## config.mk

```make
export PLATFORM = sky130hd
export DESIGN_NAME = insn_fetch_buffer_flat
export DESIGN_NICKNAME = d
export VERILOG_FILES = /design/src/rtl/fetch_pkg.sv /design/src/rtl/insn_fetch_buffer_if.sv /design/src/rtl/fetch_ring.sv /design/src/rtl/insn_fetch_buffer.sv /design/src/flat_wrapper.sv
export SDC_FILE = /design/constraint.sdc
export NUM_CORES = 1
export LEC_CHECK = 0
export ABC_AREA = 1
export ABC_CLOCK_PERIOD_IN_PS = 4100
export CAP_MARGIN = 20
export CORE_ASPECT_RATIO = 1.4
export CORE_UTILIZATION = 35
export CTS_CLUSTER_DIAMETER = 50
export CTS_CLUSTER_SIZE = 25
export DETAILED_ROUTE_END_ITERATION = 7
export DONT_BUFFER_PORTS = 1
export PLACE_DENSITY = 0.57
export RECOVER_POWER = 100
export SETUP_SLACK_MARGIN = 0.1
export SKIP_LAST_GASP = 1
export SLEW_MARGIN = 15
export SYNTH_ARGS = -nofsm -noshare
export SYNTH_HDL_FRONTEND = slang
export SYNTH_HIERARCHICAL = 1
export SYNTH_SLANG_ARGS = --single-unit
```

## constraint.sdc

```tcl
create_clock -name clk -period 4.1 [get_ports clk]
set_clock_uncertainty 0.1 [all_clocks]
set_input_delay 0.615 -clock clk [delete_from_list [all_inputs] [get_ports clk]]
set_output_delay 0.615 -clock clk [all_outputs]
set_load 0.02 [all_outputs]
```

## src/rtl/fetch_pkg.sv

```systemverilog
// Shared types and sizes for the instruction fetch buffer.
package fetch_pkg;

  localparam int ADDR_WIDTH  = 32;
  localparam int INSN_WIDTH  = 32;
  localparam int FETCH_DEPTH = 4;
  localparam int INSN_SIZE   = 4;

  typedef logic [ADDR_WIDTH-1:2] Addr;
  typedef logic [INSN_WIDTH-1:0] Insn;

endpackage

```

## src/rtl/insn_fetch_buffer_if.sv

```systemverilog
// Fetch buffer channels: pc in, imem req/resp, decode out.
interface insn_fetch_buffer_if;
  import fetch_pkg::*;

  logic pc_valid;
  Addr  pc_addr;
  logic pc_ready;
  logic mem_req_valid;
  Addr  mem_req_addr;
  logic mem_req_ready;
  logic mem_resp_valid;
  Insn  mem_resp_data;
  logic flush;
  logic insn_valid;
  Insn  insn_data;
  Addr  insn_addr;
  logic insn_ready;
  logic resp_err;

  modport slave (
    input  pc_valid, pc_addr,
    input  mem_req_ready,
    input  mem_resp_valid, mem_resp_data,
    input  flush, insn_ready,
    output pc_ready,
    output mem_req_valid, mem_req_addr,
    output insn_valid, insn_data, insn_addr,
    output resp_err
  );

  modport master (
    output pc_valid, pc_addr,
    output mem_req_ready,
    output mem_resp_valid, mem_resp_data,
    output flush, insn_ready,
    input  pc_ready,
    input  mem_req_valid, mem_req_addr,
    input  insn_valid, insn_data, insn_addr,
    input  resp_err
  );

endinterface

```

## src/rtl/fetch_ring.sv

```systemverilog
// Slot storage: address written at request, data at response.
module fetch_ring
  import fetch_pkg::*;
#(
  parameter  int DEPTH = FETCH_DEPTH,
  localparam int IW    = $clog2(DEPTH)
) (
  input  logic          clk,
  input  logic          rst_n,
  input  logic          wa_en,
  input  logic [IW-1:0] wa_idx,
  input  Addr           wa_addr,
  input  logic          wd_en,
  input  logic [IW-1:0] wd_idx,
  input  Insn           wd_data,
  input  logic [IW-1:0] rd_idx,
  output Addr           rd_addr,
  output Insn           rd_data
);

  Addr addr_q [DEPTH];
  Insn data_q [DEPTH];

  always_ff @(posedge clk or negedge rst_n) begin
    if (!rst_n) begin
      for (int i = 0; i < DEPTH; i++) begin
        addr_q[i] <= '0;
        data_q[i] <= '0;
      end
    end else begin
      if (wa_en) addr_q[wa_idx] <= wa_addr;
      if (wd_en) data_q[wd_idx] <= wd_data;
    end
  end

  assign rd_addr = addr_q[rd_idx];
  assign rd_data = data_q[rd_idx];

endmodule

```

## src/rtl/insn_fetch_buffer.sv

```systemverilog
// Fetch buffer: issues pc to imem, rings in-order responses to decode.
module insn_fetch_buffer
  import fetch_pkg::*;
#(
  parameter int DEPTH = FETCH_DEPTH
) (
  input logic clk,
  input logic rst_n,
  insn_fetch_buffer_if.slave bus
);

  localparam int IW = $clog2(DEPTH);
  localparam int PW = IW + 1;
  localparam int DW = $clog2(DEPTH + 1);

  logic [PW-1:0] alloc_q, fill_q, head_q;
  logic [DW-1:0] drop_q, drop_flush;
  logic          err_q;
  logic [PW:0]   credit;
  logic          has_credit;
  logic          req_fire, pop;
  logic          resp_drop, resp_fill, resp_orphan;
  logic          drop_nz, ring_busy;

  assign credit = (PW+1)'(DEPTH)
                - {1'b0, alloc_q - head_q}
                - (PW+1)'(drop_q);
  assign has_credit = credit != '0;

  assign bus.pc_ready      = bus.mem_req_ready & has_credit & ~bus.flush;
  assign bus.mem_req_valid = bus.pc_valid & has_credit & ~bus.flush;
  assign bus.mem_req_addr  = bus.pc_addr;
  assign req_fire          = bus.pc_valid & bus.pc_ready;

  assign drop_nz     = drop_q != '0;
  assign ring_busy   = fill_q != alloc_q;
  assign resp_drop   = bus.mem_resp_valid & drop_nz;
  assign resp_fill   = bus.mem_resp_valid & ~drop_nz & ring_busy;
  assign resp_orphan = bus.mem_resp_valid & ~drop_nz & ~ring_busy;

  assign bus.insn_valid = head_q != fill_q;
  assign pop = bus.insn_valid & bus.insn_ready & ~bus.flush;
  assign bus.resp_err = err_q;

  // Everything still in flight must be swallowed after a redirect.
  assign drop_flush = drop_q
                    + DW'(alloc_q - fill_q)
                    - DW'(resp_drop | resp_fill);

  always_ff @(posedge clk or negedge rst_n) begin
    if (!rst_n) begin
      alloc_q <= '0;
      fill_q  <= '0;
      head_q  <= '0;
      drop_q  <= '0;
      err_q   <= 1'b0;
    end else begin
      if (resp_orphan) err_q <= 1'b1;
      if (bus.flush) begin
        alloc_q <= '0;
        fill_q  <= '0;
        head_q  <= '0;
        drop_q  <= drop_flush;
      end else begin
        if (req_fire)  alloc_q <= alloc_q + PW'(1);
        if (resp_fill) fill_q  <= fill_q + PW'(1);
        if (resp_drop) drop_q  <= drop_q - DW'(1);
        if (pop)       head_q  <= head_q + PW'(1);
      end
    end
  end

  fetch_ring #(.DEPTH(DEPTH)) u_ring (
    .clk     (clk),
    .rst_n   (rst_n),
    .wa_en   (req_fire),
    .wa_idx  (alloc_q[IW-1:0]),
    .wa_addr (bus.pc_addr),
    .wd_en   (resp_fill & ~bus.flush),
    .wd_idx  (fill_q[IW-1:0]),
    .wd_data (bus.mem_resp_data),
    .rd_idx  (head_q[IW-1:0]),
    .rd_addr (bus.insn_addr),
    .rd_data (bus.insn_data)
  );

endmodule

```

## src/flat_wrapper.sv

```systemverilog
// flat-port wrapper written by rule: the top's interface ports become plain ports
module insn_fetch_buffer_flat import fetch_pkg::*;
#(
  parameter int DEPTH = FETCH_DEPTH
)
  (clk, rst_n, bus_pc_valid, bus_pc_addr, bus_mem_req_ready, bus_mem_resp_valid, bus_mem_resp_data, bus_flush, bus_insn_ready, bus_pc_ready, bus_mem_req_valid, bus_mem_req_addr, bus_insn_valid, bus_insn_data, bus_insn_addr, bus_resp_err);
  insn_fetch_buffer_if bus_i ();
  input logic clk;
  input logic rst_n;
  input wire logic [$bits(bus_i.pc_valid)-1:0] bus_pc_valid;
  input wire logic [$bits(bus_i.pc_addr)-1:0] bus_pc_addr;
  input wire logic [$bits(bus_i.mem_req_ready)-1:0] bus_mem_req_ready;
  input wire logic [$bits(bus_i.mem_resp_valid)-1:0] bus_mem_resp_valid;
  input wire logic [$bits(bus_i.mem_resp_data)-1:0] bus_mem_resp_data;
  input wire logic [$bits(bus_i.flush)-1:0] bus_flush;
  input wire logic [$bits(bus_i.insn_ready)-1:0] bus_insn_ready;
  output wire logic [$bits(bus_i.pc_ready)-1:0] bus_pc_ready;
  output wire logic [$bits(bus_i.mem_req_valid)-1:0] bus_mem_req_valid;
  output wire logic [$bits(bus_i.mem_req_addr)-1:0] bus_mem_req_addr;
  output wire logic [$bits(bus_i.insn_valid)-1:0] bus_insn_valid;
  output wire logic [$bits(bus_i.insn_data)-1:0] bus_insn_data;
  output wire logic [$bits(bus_i.insn_addr)-1:0] bus_insn_addr;
  output wire logic [$bits(bus_i.resp_err)-1:0] bus_resp_err;
  assign bus_i.pc_valid = bus_pc_valid;
  assign bus_i.pc_addr = bus_pc_addr;
  assign bus_i.mem_req_ready = bus_mem_req_ready;
  assign bus_i.mem_resp_valid = bus_mem_resp_valid;
  assign bus_i.mem_resp_data = bus_mem_resp_data;
  assign bus_i.flush = bus_flush;
  assign bus_i.insn_ready = bus_insn_ready;
  assign bus_pc_ready = bus_i.pc_ready;
  assign bus_mem_req_valid = bus_i.mem_req_valid;
  assign bus_mem_req_addr = bus_i.mem_req_addr;
  assign bus_insn_valid = bus_i.insn_valid;
  assign bus_insn_data = bus_i.insn_data;
  assign bus_insn_addr = bus_i.insn_addr;
  assign bus_resp_err = bus_i.resp_err;
  insn_fetch_buffer #(.DEPTH(DEPTH)) u_core (.clk(clk), .rst_n(rst_n), .bus(bus_i));
endmodule
```

==> run summary, run 1 <==
Clk_lat worst skew - 0.57 ns
Port Buf Inserts - 0
Ys Warns - 6
Final Hold Fails - 261
Max_cap viols - 1
H-tree Lvls - 1
Worst Hold Slack - -0.331 ns
CORE AREA - 0.0403 mm2
Wire per inst - 16.4 um
Via density - 4.82
Leading area contributor after synthesis - dfrtp_1
Root buffer cell - clkbuf_16
ANT nets after route - 0
Critical Path Fanout Max - 3
Internal power - 5560 uW
Outcome - finished with violations
Gr usage total - 0.196
Fmax - 252 MHz
Die Span X - 173 um
Class of the most critical setup path - flip-flop to primary output
Clock Sinks - 261
Failing checks - negative hold slack, max-capacitance violations, max-slew violations
Cell Area, Synth - 0.0143 mm2
Top-count cell post-synth - nand2_1
Antenna diodes - 0
Register area share after synthesis - 0.457
Met2 usage in global routing - 0.359
Async SR Flop Fraction - 1.00
RePlAce Congestion - 0.779
P_leak - 0.00838 uW
Synth Net Count - 2072
WL final - 40.1 mm
GR peak layer - met2
Synth top area share - 0.457
Psw - 3520 uW
Largest cells by area after synthesis - dfrtp_1 (46%), nand2_1 (20%), inv_1 (8.7%)
Final #Nets - 1977
Met1 Use GR - 0.235
Met3 Use GR - 0.0347
Placed instance area - 0.0143 mm2
Worst Tran Pin Value - 1.53 ns
CP Data Arrival Time - 3.25 ns
Die Span Y - 241 um
Hpwl dp - 23.0 mm
Top_reg_cell synth - dfrtp_1
Post-synth EDFFs - 0
Sw frac - 0.388
Maximum vdd drop - 0.418 mV
FF-to-FF path depth - 14
Combinational Power Share - 0.307
Final WS setup - 0.133 ns
Drt first pass iters - 4
Count of state elements after synthesis - 261
Vias - 11800
Worst slack at placement - 0.485 ns
Fin cells - 2449
Initial Utilization - 0.355
Power per cell area - 589 mW/mm2
Period utilization - 0.968
TNS Setup - 0 ns
Worst rel slew slack - -0.0256
Fillcell total - 4276
Num CTS Buffers - 30
CTS tree - built
Endpoints failing setup - 0
Final slew viol count - 33
Clock power share - 0.319
Global-route wire length before repair - 65.3 mm
Synth cell types - 27
Final non-filler cell area - 0.0154 mm2
Minimum clock period - 3.97 ns
Critical path endpoint category - primary output
CP startpoint kind - flip-flop
Worst EP required - 3.38 ns
Mean area per synthesized cell - 7.19 um2
Flop pwr share - 0.374
Placed insts - 2390
Boundary Pins - 165
Global route overflow - 0
RSZ-0062 raised after global routing - true
Area grow syn2layout - 8.06%
CTS clock-pin slew for the worst setup and hold paths - 0.06 ns
Die area - 0.0416 mm2
RR Startpoint - u_core/head_q[0]
Largest net degree at the start of global routing - 262
Synth cell count leaders - nand2_1 (777), inv_1 (332), dfrtp_1 (261), nand3_1 (203), nand4_1 (126)
Ratio of cells with drive above 1 in the final layout - 0.0601
HP Class - input port to async pin
R2R setup slack - 0.24 ns
Initial antenna violation count - 0
CTS max path bufs - 3
Reg2reg end - u_core/u_ring/addr_q[53]
Residual DRC - 0
Synthesized instance count - 1986
Row cnt - 87
DR iter-0 viols - 787
Vias in the first global route - 11800
==> worst max-delay path by stage <==
stage,start,end,cells past startpoint
final,u_core/head_q[0],bus_pc_ready,12
after global routing,u_core/head_q[0],bus_pc_ready,12
after CTS,u_core/head_q[0],bus_pc_ready,12
after detailed placement,u_core/alloc_q[0],u_core/u_ring/addr_q[11],16
after global placement,u_core/drop_q[0],u_core/drop_q[2],19
after floorplan,u_core/alloc_q[0],bus_pc_ready,12
==> cells in the final DEF (no fill, tap or decap), types with 4 or more instances in the layout <==
cell,n
inv_1,330
ha_1,8
buf_4,28
xnor2_1,7
o21ai_0,61
nand3_1,205
xor2_1,5
inv_2,10
fa_1,4
clkbuf_16,31
inv_6,4
nand2_1,778
nand4_1,126
nor2_1,5
inv_8,5
o21ai_1,9
dfrtp_1,257
==> registers in the layout (all words and copies together), names as in the netlist <==
signal,cells
u_core/alloc_q,3
u_core/u_ring/data_q,128
u_core/fill_q,3
u_core/bus.resp_err,1
u_core/drop_q,3
u_core/head_q,3
u_core/u_ring/addr_q,120
==> metrics by stage <==
step	total power, uW	util	hold WS, ns
final	9080	0.383	-0.331
after global routing	9720	0.383	-0.363
after CTS	9170	0.383	-0.372
after detailed placement	6220	0.356	0.245
after global placement	6160	0.356	0.246
after floorplan	5620	-	0.219
==> layout make-up <==
type                    count  area, um2  area share
repair buffers             32        263      0.0170
multi-input cells        1225       5610       0.363
clock buffers              34        797      0.0517
flip-flops and latches    261       6540       0.424
inverters                 341       1280      0.0831
well taps                 534        668      0.0433
clock inverters            22        270      0.0175
==> power groups by stage <==
stage | registers (uW) | clock network, uW | logic [uW]
after floorplan | 3370 | 0 | 2250
after global placement | 3430 | 0 | 2730
after detailed placement | 3440 | 0 | 2780
after CTS | 3390 | 2980 | 2800
after global routing | 3470 | 3070 | 3190
final | 3400 | 2900 | 2790
==> kinds of logic after synthesis <==
logic type	after synthesis	share of synthesized area
XOR/XNOR	13	0.00797
flip-flops	261	0.457
AND/OR/NAND/NOR	1123	0.340
buffers and inverters	500	0.152
AO/OA/AOI/OAI	72	0.0254
adder cells (fa/ha/maj)	17	0.0181
==> critical path, stage by stage (launching register included) <==
cell	delay, ns
dfrtp_4	0.50
ha_4	0.17
inv_2	0.05
fa_2	0.45
ha_4	0.27
inv_1	0.04
ha_2	0.18
fa_2	0.57
nor3_2	0.04
nand2_1	0.10
nand2_1	0.06
nor2_1	0.10
buf_4	0.16
==> routing by layer <==
layer | share of wire | wire length [um]
met1 | 0.42 | 16600
met2 | 0.51 | 20400
met3 | 0.056 | 2230
met4 | 0.020 | 782
met5 | 0 | 0
==> what timing repair did <==
item | CTS | global route
pin swaps | 1 | 4
buffers inserted | 1 | 2
gates resized for setup | 2 | 8
endpoints found under the hold margin | 261 | 261
setup endpoints to repair | 1 | 2
No activity file was read; power rests on OpenSTA's default activity.
==> run 2, diff against run 1 <==
--- a/config.mk
+++ b/config.mk
@@ -6,7 +6,7 @@
 export NUM_CORES = 1
 export LEC_CHECK = 0
 export ABC_AREA = 1
-export ABC_CLOCK_PERIOD_IN_PS = 4100
+export ABC_CLOCK_PERIOD_IN_PS = 3900
 export CAP_MARGIN = 20
 export CORE_ASPECT_RATIO = 1.4
 export CORE_UTILIZATION = 35
==> constraint.sdc (replaced) <==
create_clock -name clk -period 3.9 [get_ports clk]
set_clock_uncertainty 0.1 [all_clocks]
set_input_delay 0.585 -clock clk [delete_from_list [all_inputs] [get_ports clk]]
set_output_delay 0.585 -clock clk [all_outputs]
set_load 0.02 [all_outputs]
==> run summary, run 2 (synthesis gave the netlist of run 1 again) <==
Biggest regs - u_core/u_ring/data_q: 128 flops, u_core/u_ring/addr_q: 120 flops (unchanged)
Global-route wire length before repair - 64.9 mm (was 65.3 mm)
Residual DRC - 0 (unchanged)
Clock Sinks - 261 (unchanged)
Gr usage total - 0.195 (was 0.196)
Peak per-stage delay on the critical path - 0.58 ns (was 0.57 ns)
ANT nets after route - 0 (unchanged)
Power per cell area - 610 mW/mm2 (was 589 mW/mm2)
Crit path launch - u_core/head_q[0] (unchanged)
Die Span Y - 241 um (unchanged)
Vias in the first global route - 11600 (was 11800)
H-tree Lvls - 1 (unchanged)
M1 WL - 16.3 mm (was 16.6 mm)
TNS Setup - 0 ns (unchanged)
Die area - 0.0416 mm2 (unchanged)
Clk_lat worst skew - 0.56 ns (was 0.57 ns)
Failing checks - negative hold slack, max-capacitance violations, max-slew violations (unchanged)
Period utilization - 0.999
RePlAce Congestion - 0.772 (was 0.779)
Wire per inst - 16.5 um (was 16.4 um)
Max reg flops - 128 (unchanged)
Area grow syn2layout - 7.82% (was 8.06%)
CORE AREA - 0.0403 mm2 (unchanged)
Root buffer cell - clkbuf_16 (unchanged)
CP startpoint kind - flip-flop (unchanged)
Minimum clock period - 3.90 ns
Max_cap viols - 1 (unchanged)
DR iter-0 viols - 871 (was 787)
Critical Path Fanout Max - 3 (unchanged)
Vias - 11900 (was 11800)
Ratio of cells with drive above 1 in the final layout - 0.0611 (was 0.0601)
Hpwl dp - 23.2 mm (was 23.0 mm)
Via density - 4.86 (was 4.82)
Worst Tran Pin Value - 1.68 ns (was 1.53 ns)
Most used cell, CP - ha_4
CTS tree - built (unchanged)
Initial antenna violation count - 0 (unchanged)
Die Span X - 173 um (unchanged)
Drt first pass iters - 6 (was 4)
Crit-path slowest cell - fa_2 (unchanged)
RR Startpoint - u_core/drop_q[1] (was u_core/head_q[0])
CTS clock-pin slew for the worst setup and hold paths - 0.06 ns (about the same)
Boundary Pins - 165 (unchanged)
Endpoints failing setup - 0 (unchanged)
Crit path cell chain - ha_4 > inv_2 > fa_2 > ha_4 > inv_2 > ha_4 > fa_2 > nor3_2 > nand2_1 > nand2_1 > nor2_2 > buf_6 (was ha_4 > inv_2 > fa_2 > ha_4 > inv_1 > ha_2 > fa_2 > nor3_2 > nand2_1 > nand2_1 > nor2_1 > buf_4)
WL met2 - 20.4 mm (about the same)
Worst rel slew slack - -0.126 (was -0.0256)
Worst Hold Slack - -0.363 ns (was -0.331 ns)
P_leak - 0.00834 uW (was 0.00838 uW)
CTS max path bufs - 3 (unchanged)
Met3 wire length - 2.27 mm (was 2.23 mm)
HP Class - input port to async pin (unchanged)
Worst EP required - 3.21 ns (was 3.38 ns)
Antenna diodes - 0 (unchanged)
Port Buf Inserts - 0 (unchanged)
Outcome - finished with violations (unchanged)
WL final - 40.3 mm (was 40.1 mm)
Num CTS Buffers - 30 (unchanged)
Fmax - 257 MHz
Final #Nets - 1978 (was 1977)
Final Hold Fails - 261 (unchanged)
FF-to-FF path depth - 19 (was 14)
Most flop-heavy register - u_core/u_ring/data_q (unchanged)
Reg2reg end - u_core/drop_q[2] (was u_core/u_ring/addr_q[53])
Class of the most critical setup path - flip-flop to primary output (unchanged)
R2R setup slack - 0.26 ns (was 0.24 ns)
Global route overflow - 0 (unchanged)
Largest net degree at the start of global routing - 262 (unchanged)
Initial Utilization - 0.355 (unchanged)
CP Capture Point - bus_pc_ready (unchanged)
Maximum vdd drop - 0.465 mV (was 0.418 mV)
Top Metal Used - met4 (unchanged)
Commonest cells after routing, fill and taps aside - nand2_1 (779), inv_1 (327), dfrtp_1 (257) (was nand2_1 (778), inv_1 (330), dfrtp_1 (257))
Row cnt - 87 (unchanged)
Critical path endpoint category - primary output (unchanged)
Commonest non-fill, non-tap cell in the layout - nand2_1 (unchanged)
RSZ-0062 raised after global routing - true (unchanged)
Final slew viol count - 33 (unchanged)
CP Data Arrival Time - 3.21 ns (was 3.25 ns)
run 2: changes by cell type in the layout (fill, tap and decap cells not counted), sizes merged:
| cell | change |
|---|---|
| clkinv | -1 |
| bufinv | -2 |
| clkbuf | +5 |
| buf | +1 |
| inv | -6 |
| clkinvlp | +2 |
run 2: how the worst min path moves through the flow:
stage / cells after the start / endpoint / start
after detailed placement: 0 / u_core/u_ring/addr_q[3] / rst_n
after global placement: 0 / u_core/u_ring/data_q[28] / rst_n
final: 0 / u_core/u_ring/data_q[25] / rst_n
after global routing: 0 / u_core/u_ring/data_q[60] / rst_n
after floorplan: 0 / u_core/alloc_q[0] / rst_n
after CTS: 0 / u_core/u_ring/addr_q[3] / rst_n
run 2: critical path, delay by kind of cell (launching register included):
family        cells  cell delay (ns)
fa+ha+maj         5             1.63
buf+inv           3             0.22
flops             1             0.49
simple gates      4             0.31
run 2: what timing repair did:
action	4_1_cts	5_1_grt
setup buffers	3	0
hold endpoints to repair	261	261
setup endpoints to repair	2	40
gates resized for setup	8	10
pin swaps	3	7
run 2: where the power goes:
| group | switching [uW] | leakage (uW) | internal, uW |
|---|---|---|---|
| clock | 1210 | 0.000483 | 1630 |
| sequential | 315 | 0.00351 | 3260 |
| combinational | 2090 | 0.00435 | 876 |
| total | 3620 | 0.00834 | 5770 |
run 2: final cells by class:
type,count,area [um2]
fill,4261,24900
clock inverter,15,146
clock buffer,39,856
sequential,261,6540
timing repair buffer,33,275
tap,534,668
inverter,341,1280
multi-input combinational,1225,5630
run 2: metrics by stage:
| step | utilization | cells | total power (uW) | setup slack [ns] | area (um2) |
|---|---|---|---|---|---|
| 2_1_floorplan | - | 1986 | 5910 | 0.582 | 14300 |
| 3_3_place_gp | 0.356 | 2391 | 6470 | 0.261 | 14300 |
| 3_5_place_dp | 0.356 | 2391 | 6540 | 0.199 | 14300 |
| 4_1_cts | 0.382 | 2448 | 9470 | -0.0394 | 15400 |
| 5_1_grt | 0.382 | 2448 | 10000 | -0.107 | 15400 |
| 6_report | 0.382 | 2448 | 9390 | 0.00207 | 15400 |
run 2: routing by layer:
layer | vias to the layer above | GRT usage
li1 | 5871 | -
met1 | 5636 | 0.232
met2 | 315 | 0.356
met3 | 74 | 0.0312
met4 | 0 | 0.0676
met5 | - | 0
